### src/rtl/inst_axi_bridge_pkg.sv
// Shared constants for the instruction-side AXI read bridge: FSM encodings,
// AXI code points and the bus word width.
package inst_axi_bridge_pkg;

    localparam int SINGLE_WORD = 32;

    localparam logic [1:0] S_IDLE = 2'd0;
    localparam logic [1:0] S_AR   = 2'd1;
    localparam logic [1:0] S_R    = 2'd2;
    localparam logic [1:0] S_RESP = 2'd3;

    localparam logic [1:0] AXI_BURST_INCR = 2'b01;
    localparam logic [2:0] AXI_SIZE_4B    = 3'b010;
    localparam logic [1:0] AXI_RESP_OKAY  = 2'b00;

endpackage

### src/rtl/inst_axi_bridge_line_assembler.sv
// Collects the R-channel beats of one burst into a fetch line and accumulates
// the bus-error flag (bad rresp or rlast on the wrong beat).
module inst_axi_bridge_line_assembler
    import inst_axi_bridge_pkg::*;
#(
    parameter int WORDS = 4
) (
    input  logic                         clk,
    input  logic                         rst,
    input  logic                         clear,
    input  logic                         beat,
    input  logic                         last,
    input  logic [SINGLE_WORD-1:0]       rdata,
    input  logic [1:0]                   rresp,
    output logic [SINGLE_WORD*WORDS-1:0] line,
    output logic                         err
);

    localparam int CW = $clog2(WORDS);

    logic [CW-1:0]    cnt;
    logic [WORDS-1:0] slot_we;

    always_comb begin
        slot_we = '0;
        for (int i = 0; i < WORDS; i++) begin
            slot_we[i] = beat && (cnt == CW'(i));
        end
    end

    // NOTE: the line register has an explicit reset because the fetch side may
    // observe inst_rdata at any time; it is not cleared between requests.
    always_ff @(posedge clk or negedge rst) begin
        if (!rst) begin
            line <= '0;
        end else begin
            for (int i = 0; i < WORDS; i++) begin
                if (slot_we[i]) line[i*SINGLE_WORD +: SINGLE_WORD] <= rdata;
            end
        end
    end

    // The counter wraps, so an over-long burst still lands somewhere in the line
    // and is flagged by the rlast position check.
    always_ff @(posedge clk or negedge rst) begin
        if (!rst) begin
            cnt <= '0;
            err <= 1'b0;
        end else if (clear) begin
            cnt <= '0;
            err <= 1'b0;
        end else if (beat) begin
            cnt <= cnt + 1'b1;
            err <= err || (rresp != AXI_RESP_OKAY) || (last && (cnt != CW'(WORDS - 1)));
        end
    end

endmodule

### src/rtl/inst_axi_bridge.sv
// Instruction fetch bridge: one line request at a time becomes a single AXI
// INCR read burst; cancelled requests drain their burst without a response.
module inst_axi_bridge
    import inst_axi_bridge_pkg::*;
#(
    parameter int         WORDS  = 4,
    parameter logic [3:0] AXI_ID = 4'd0
) (
    input  logic                         clk,
    input  logic                         rst,
    input  logic                         inst_req,
    input  logic [31:0]                  inst_addr,
    input  logic                         inst_cancel,
    output logic                         inst_addr_ok,
    output logic                         inst_data_ok,
    output logic [SINGLE_WORD*WORDS-1:0] inst_rdata,
    output logic                         inst_bus_err,
    output logic [3:0]                   arid,
    output logic [31:0]                  araddr,
    output logic [7:0]                   arlen,
    output logic [2:0]                   arsize,
    output logic [1:0]                   arburst,
    output logic                         arvalid,
    input  logic                         arready,
    input  logic [3:0]                   rid,
    input  logic [31:0]                  rdata,
    input  logic [1:0]                   rresp,
    input  logic                         rlast,
    input  logic                         rvalid,
    output logic                         rready
);

    localparam logic [31:0] LINE_MASK = 32'(WORDS * 4 - 1);

    logic [1:0] state;
    logic       drop;
    logic       accept;
    logic       beat;
    logic       err;
    logic       unused_rid;

    assign unused_rid = ^rid;

    assign arid    = AXI_ID;
    assign arlen   = 8'(WORDS - 1);
    assign arsize  = AXI_SIZE_4B;
    assign arburst = AXI_BURST_INCR;

    assign accept       = (state == S_IDLE) && inst_req;
    assign beat         = (state == S_R) && rvalid;
    assign inst_addr_ok = accept;
    assign arvalid      = (state == S_AR);
    assign rready       = (state == S_R);
    assign inst_data_ok = (state == S_RESP);
    assign inst_bus_err = (state == S_RESP) && err;

    // A cancel arriving with the rlast beat must already count as a drop.
    always_ff @(posedge clk or negedge rst) begin
        if (!rst) begin
            state  <= S_IDLE;
            drop   <= 1'b0;
            araddr <= '0;
        end else begin
            case (state)
                S_IDLE: if (inst_req) begin
                    araddr <= inst_addr & ~LINE_MASK;
                    drop   <= 1'b0;
                    state  <= S_AR;
                end
                S_AR: begin
                    if (inst_cancel) drop <= 1'b1;
                    if (arready) state <= S_R;
                end
                S_R: begin
                    if (inst_cancel) drop <= 1'b1;
                    if (rvalid && rlast) state <= (drop || inst_cancel) ? S_IDLE : S_RESP;
                end
                default: state <= S_IDLE;
            endcase
        end
    end

    inst_axi_bridge_line_assembler #(.WORDS(WORDS)) u_line (
        .clk   (clk),
        .rst   (rst),
        .clear (accept),
        .beat  (beat),
        .last  (rlast),
        .rdata (rdata),
        .rresp (rresp),
        .line  (inst_rdata),
        .err   (err)
    );

endmodule

### config.mk
export PLATFORM = sky130hd
export DESIGN_NAME = inst_axi_bridge
export DESIGN_NICKNAME = d
export VERILOG_FILES = /design/src/rtl/inst_axi_bridge_pkg.sv /design/src/rtl/inst_axi_bridge_line_assembler.sv /design/src/rtl/inst_axi_bridge.sv
export SDC_FILE = /design/constraint.sdc
export NUM_CORES = 1
export LEC_CHECK = 0
export ABC_AREA = 1
export CORE_UTILIZATION = 44
export CTS_CLUSTER_SIZE = 20
export DETAILED_ROUTE_END_ITERATION = 8
export DONT_BUFFER_PORTS = 1
export SLEW_MARGIN = 20
export SYNTH_ARGS = -nofsm -noshare
export SYNTH_HDL_FRONTEND = slang
export SYNTH_HIERARCHICAL = 1
export SYNTH_SLANG_ARGS = --single-unit
### constraint.sdc
create_clock -name clk -period 1.6 [get_ports clk]
set_input_delay 0.4 -clock clk [delete_from_list [all_inputs] [get_ports clk]]
set_output_delay 0.4 -clock clk [all_outputs]
set_load 0.005 [all_outputs]
==> results of run 1 <==
==> flip-flops by register name, indices dropped and copies added (netlist names) <==
register / cells
u_line/line: 128
u_line/cnt: 2
state: 2
u_line/err: 1
drop: 1
araddr: 28
==> layer usage <==
| metal | up-vias | wire, um | global-route usage |
|---|---|---|---|
| met5 | - | 0 | 0 |
| met4 | 0 | 227 | 0.0754 |
| met3 | 16 | 1390 | 0.0736 |
| met2 | 192 | 8830 | 0.291 |
| met1 | 2279 | 7070 | 0.217 |
| li1 | 2140 | - | - |
==> per-stage QoR <==
step	TNS, ps	power, uW
floorplan	0	9800
global placement	0	10600
detailed placement	0	10800
CTS	-195	15400
global route	-14900	17500
finish	-5900	16500
==> synth_stat cells <==
cell type    n
buf_2        2
o21ai_0      3
nand2_1    196
o21ai_2    128
a21oi_1      2
ha_1        10
inv_1       46
conb_1       2
dfrtp_1    162
nand2_8      4
inv_2        1
nand3_1      6
nand2_2     36
nor2_1       3
buf_6       28
or2_1        1
buf_4       22
==> power groups by stage <==
stage                     combinational (uW)  clock (uW)  sequential [uW]
after floorplan                         2970           0             6830
after global placement                  3290           0             7280
after detailed placement                3490           0             7290
after CTS                               3650        4430             7270
after global routing                    5120        4620             7750
final                                   4630        4340             7540
==> final cells by class <==
type / count / area [um^2]
sequential: 162 / 4060
multi-input combinational: 414 / 2980
clock buffer: 21 / 460
timing repair inverter: 1 / 7.51
timing repair buffer: 58 / 988
fill: 1306 / 6710
tap: 216 / 270
inverter: 47 / 184
clock inverter: 11 / 178
==> final timing paths <==
kind	end	slack, ps
hold / removal	u_line/line[100]	-310
hold reg to reg	drop	490
setup reg to reg	u_line/line[127]	-80
min in group clk	araddr[18]	100
setup / recovery	inst_addr_ok	-80
max in group asynchronous	u_line/line[96]	1650
==> repair_timing <==
action,4_1_cts,5_1_grt
cloned,1,22
pin swaps,2,4
gates resized for setup,13,150
hold endpoints to repair,162,162
setup buffers,4,13
endpoints found under the setup margin,4,76
==> cells by family after synthesis <==
group                      after synthesis  synth area share
adders and majority gates               10            0.0177
DFF                                    162             0.572
AOI/OAI and AO/OA                      133             0.162
other                                    2           0.00106
and+or+nand+nor                        246             0.154
buffers and inverters                   99            0.0941
==> out/metrics.csv, run 1 <==
metric,value,unit
antenna violations before repair,0,
critical path depth,5,
row count,46,
total CTS buffers,17,
Crit Path Class,register to primary output,
cells after synthesis,652,
worst-skew pair later-pin latency,420,ps
CP Data Arrival Time,1280,ps
Startpoint Class,register,
violated checks,"negative hold slack, negative setup slack",
Worst Path Buf+Inv,3,
power density cells,1810,nW/um^2
pin count of the biggest net entering global routing,163,
grt total ovfl,0,
IO buf count,0,
Setup WS post-layout,-82.6,ps
Slew headroom,0.657,
worst r2r src,state[0],
synth unique cells,17,
post-route ant nets,0,
Clock transition at path regs,60,ps
clock network power share,0.263,
biggest cell delay along the critical path,400,ps
CTS tree,yes,
design area,9120,um^2
register bit total from synthesis,162,
number of vias per cell,4.98,
# placed instances,858,
synth top area cells,"dfrtp_1, o21ai_2, nand2_1",
Layout Skew,8.96,ps
Die X,129,um
Layout area overhead,28.7,%
"commonest non-fill, non-tap cell in the layout",dfrtp_1,
"area leader, netlist",dfrtp_1,
"worst slack, placed",91.1,ps
Internal Power,10800,uW
Worst Hold Slack,-312,ps
RSZ-0062 raised after global routing,yes,
clk sinks,162,
CP startpoint,state[0],
number of antenna diodes,0,
switch share,0.347,
Combinational Power Share,0.281,
synthesized area,7090,um^2
wire per inst,18.8,um
crit end category,primary output,
worst-path cell with the longest stage delay,dfrtp_1,
die height,129,um
GPL Wtd Cong,0.808,
post-route clock period utilization,1.05,
register area share after synthesis,0.572,
via count,4627,
Period minus WS final,1680,ps
die area,16600,um^2
"Warnings, synthesis",6,
Peak VDD IR,810,uV
worst-path maximum fanout,5,
Final setup viols,124,
Final Hold Fails,162,
run status,"finished, violations left",
Iteration-0 DRC Markers,140,
max-cap violation count,0,
Starting Density,0.448,
dpl hpwl,10000,um
area of the core,15800,um^2
data required time of the worst path,1200,ps
reg2reg path depth,11,
drt first pass iters,4,
post-route core utilization,0.576,
clock root cell,clkbuf_16,
sequential power share,0.456,
Top Family by Delay on Critical Path,flip-flops,
P_leak,0.00438,uW
H-tree levels,4,
number of global-route vias before repair,4367,
FMAX,594,MHz
GRT Overall Usage,0.182,
drt total wl,17500,um
Min-Delay Path Class,input port to async pin,
drc violations,0,
Yosys top cell area share,0.572,
I/O Pins,259,
final slew viol count,0,
Tightest Pin Transition,515,ps
Clock Path Buffers,2,
nets,788,
"Cell Count, Final, Fillers Out",930,
"Avg Cell Area, Syn",10.9,um^2
crit-path cells,"inv_2, buf_6, ha_4, nand2_4, inv_6",
net switching power,5730,uW
first-pass GRT wire length,22900,um
Placed Area,7290,um^2
most frequent cells in the layout,"dfrtp_1, o21ai_2, nand2_1",
share of cells above drive strength 1,0.497,
Note: power is estimated with default switching activity, not from simulation.
==> run 2, diff against run 1 <==
Settings changed: CAP_MARGIN set to 40, CORE_UTILIZATION 44 to 25.
Clock period 1.6 ns to 1.9 ns, I/O delays scaled along.
==> run 2 against run 1 <==
  * The run ends with negative hold slack left
  * Clock power fell by 7.6%
  * Critical endpoint unchanged
  * Critical path type unchanged
  * Core utilization fell by 29 points
  * Flip-flop and latch count did not move
  * Highest routed layer unchanged
==> out/metrics.csv, run 2 (same netlist as run 1, synthesis figures left out) <==
metric,value,unit,change
switch share,0.332,,was 0.347
Design Power,13000,uW,was 16500 uW
FMAX,549,MHz,
max-cap violation count,0,,unchanged
number of global-route vias before repair,4203,,was 4367
Largest regs,"u_line/line: 128 flops, araddr: 28 flops",,unchanged
max FFs per register,128,,unchanged
Iteration-0 DRC Markers,201,,was 140
IO buf count,0,,unchanged
terminus of the critical flop-to-flop path,u_line/line[107],,was u_line/line[127]
post-route clock period utilization,0.959,,
drt first pass iters,4,,unchanged
violated checks,negative hold slack,,"was negative hold slack, negative setup slack"
dpl hpwl,10800,um,was 10000 um
data required time of the worst path,1420,ps,was 1200 ps
Peak VDD IR,549,uV,was 810 uV
power density cells,1600,nW/um^2,was 1810 nW/um^2
final slew viol count,0,,unchanged
row count,61,,was 46
clock network power share,0.308,,was 0.263
RSZ-0062 raised after global routing,no,,was yes
pin count of the biggest net entering global routing,163,,unchanged
Layout area overhead,14.4,%,was 28.7%
area of the core,27900,um^2,was 15800 um^2
crit end category,primary output,,unchanged
Clock transition at path regs,80,ps,was 60 ps
run status,"finished, violations left",,unchanged
Final setup viols,0,,was 124
share of cells above drive strength 1,0.331,,was 0.497
first-pass GRT wire length,24200,um,was 22900 um
total CTS buffers,17,,unchanged
grt total ovfl,0,,unchanged
Setup TNS,0,ps,was -5900 ps
Filler Cells Inserted,2922,,was 1306
reg2reg path depth,9,,was 11
R2R setup slack,170,ps,was -80 ps
clk sinks,162,,unchanged
net switching power,4310,uW,was 5730 uW
Final Hold Fails,162,,unchanged
antenna violations before repair,0,,unchanged
Min-Delay Path Class,input port to async pin,,unchanged
P_leak,0.00391,uW,was 0.00438 uW
most frequent cells in the layout,"nand2_1, dfrtp_1, o21ai_2",,"was dfrtp_1, o21ai_2, nand2_1"
Combinational Power Share,0.225,,was 0.281
number of vias per cell,4.06,,was 4.98
H-tree levels,4,,unchanged
CTS tree,yes,,unchanged
post-route ant nets,0,,unchanged
"worst slack, placed",135,ps,was 91.1 ps
nets,742,,was 788
Period minus WS final,1820,ps,
GPL Wtd Cong,0.745,,was 0.808
Clock Path Buffers,2,,unchanged
via count,4251,,was 4627
worst-path maximum fanout,8,,was 5
worst r2r src,state[0],,unchanged
CP Data Arrival Time,1350,ps,was 1280 ps
worst-skew pair later-pin latency,440,ps,was 420 ps
sequential power share,0.467,,was 0.456
die height,170,um,was 129 um
Starting Density,0.254,,was 0.448
Setup WS post-layout,77.5,ps,was -82.6 ps
Crit Path Class,register to primary output,,unchanged
Worst Hold Slack,-257,ps,was -312 ps
I/O Pins,259,,unchanged
clock root cell,clkbuf_16,,unchanged
GRT Overall Usage,0.112,,was 0.182
Die X,170,um,was 129 um
drc violations,0,,unchanged
Internal Power,8690,uW,was 10800 uW
"commonest non-fill, non-tap cell in the layout",nand2_1,,was dfrtp_1
Startpoint Class,register,,unchanged
die area,29000,um^2,was 16600 um^2
Layout Skew,24.4,ps,was 8.96 ps
drt total wl,15800,um,was 17500 um
largest reg by FF count,u_line/line,,unchanged
wire per inst,15.1,um,was 18.8 um
number of antenna diodes,0,,unchanged
-- run 2: cell types whose count changed in the layout (fill, tap and decap cells not counted), moves of 3 or more --
cell,before,now
clkbuf_16,33,17
o21ai_0,0,3
buf_4,16,7
ha_1,6,9
buf_16,3,0
nand2_4,46,0
o21ai_1,3,0
nand2_2,76,36
nand2_1,111,195
buf_12,14,9
buf_6,8,1
-- run 2: per-stage QoR --
step	utilization	cell area (um^2)	cells
after floorplan	-	7160	671
after global placement	0.265	7370	1013
after detailed placement	0.265	7370	1013
after CTS	0.291	8090	1045
after global routing	0.291	8110	1046
final	0.291	8110	1046
-- run 2: timing repair --
action / 4_1_cts / 5_1_grt
setup buffers: 0 / 1
pin swaps: 0 / 1
setup endpoints to repair: 1 / 42
gates resized for setup: 9 / 3
hold endpoints to repair: 162 / 162
-- run 2: area by class of cell --
class	instances	area, um^2	share of cell area
clock inverter	12	226	0.0279
multi-input combinational	410	2470	0.304
sequential	162	4050	0.500
timing repair buffer	17	244	0.0301
clock buffer	20	457	0.0563
tap	378	473	0.0583
inverter	47	189	0.0233
-- run 2: power by group through the flow --
stage               sequential [uW]  combinational [uW]  clock, uW
floorplan                      5750                2500          0
global placement               6160                2760          0
detailed placement             6150                2880          0
CTS                            6120                2950       4170
global route                   6280                3360       4280
finish                         6070                2920       4010
-- run 2: critical path, cell delays in order (launching register included) --
cell and delay, ps:
dfrtp_1 390, buf_6 140, inv_2 70, ha_4 170, nand2_8 90, clkinv_8 70
-- run 2: worst max path at each step --
| stage | startpoint | endpoint | slack, ps | cells past startpoint |
|---|---|---|---|---|
| final | state[1] | inst_addr_ok | 80 | 5 |
| after global routing | state[1] | inst_addr_ok | 10 | 5 |
| after CTS | state[1] | inst_addr_ok | 6 | 5 |
| after detailed placement | state[0] | u_line/line[107] | 130 | 9 |
| after global placement | state[0] | u_line/line[77] | 160 | 9 |
| after floorplan | state[0] | inst_addr_ok | 380 | 5 |
-- run 2: metal layers --
layer	vias up	routed length [um]	track usage
met5	-	0	0
met4	0	106	0.0396
met3	7	1470	0.0498
met2	173	7590	0.176
met1	2035	6640	0.134
li1	2036	-	-
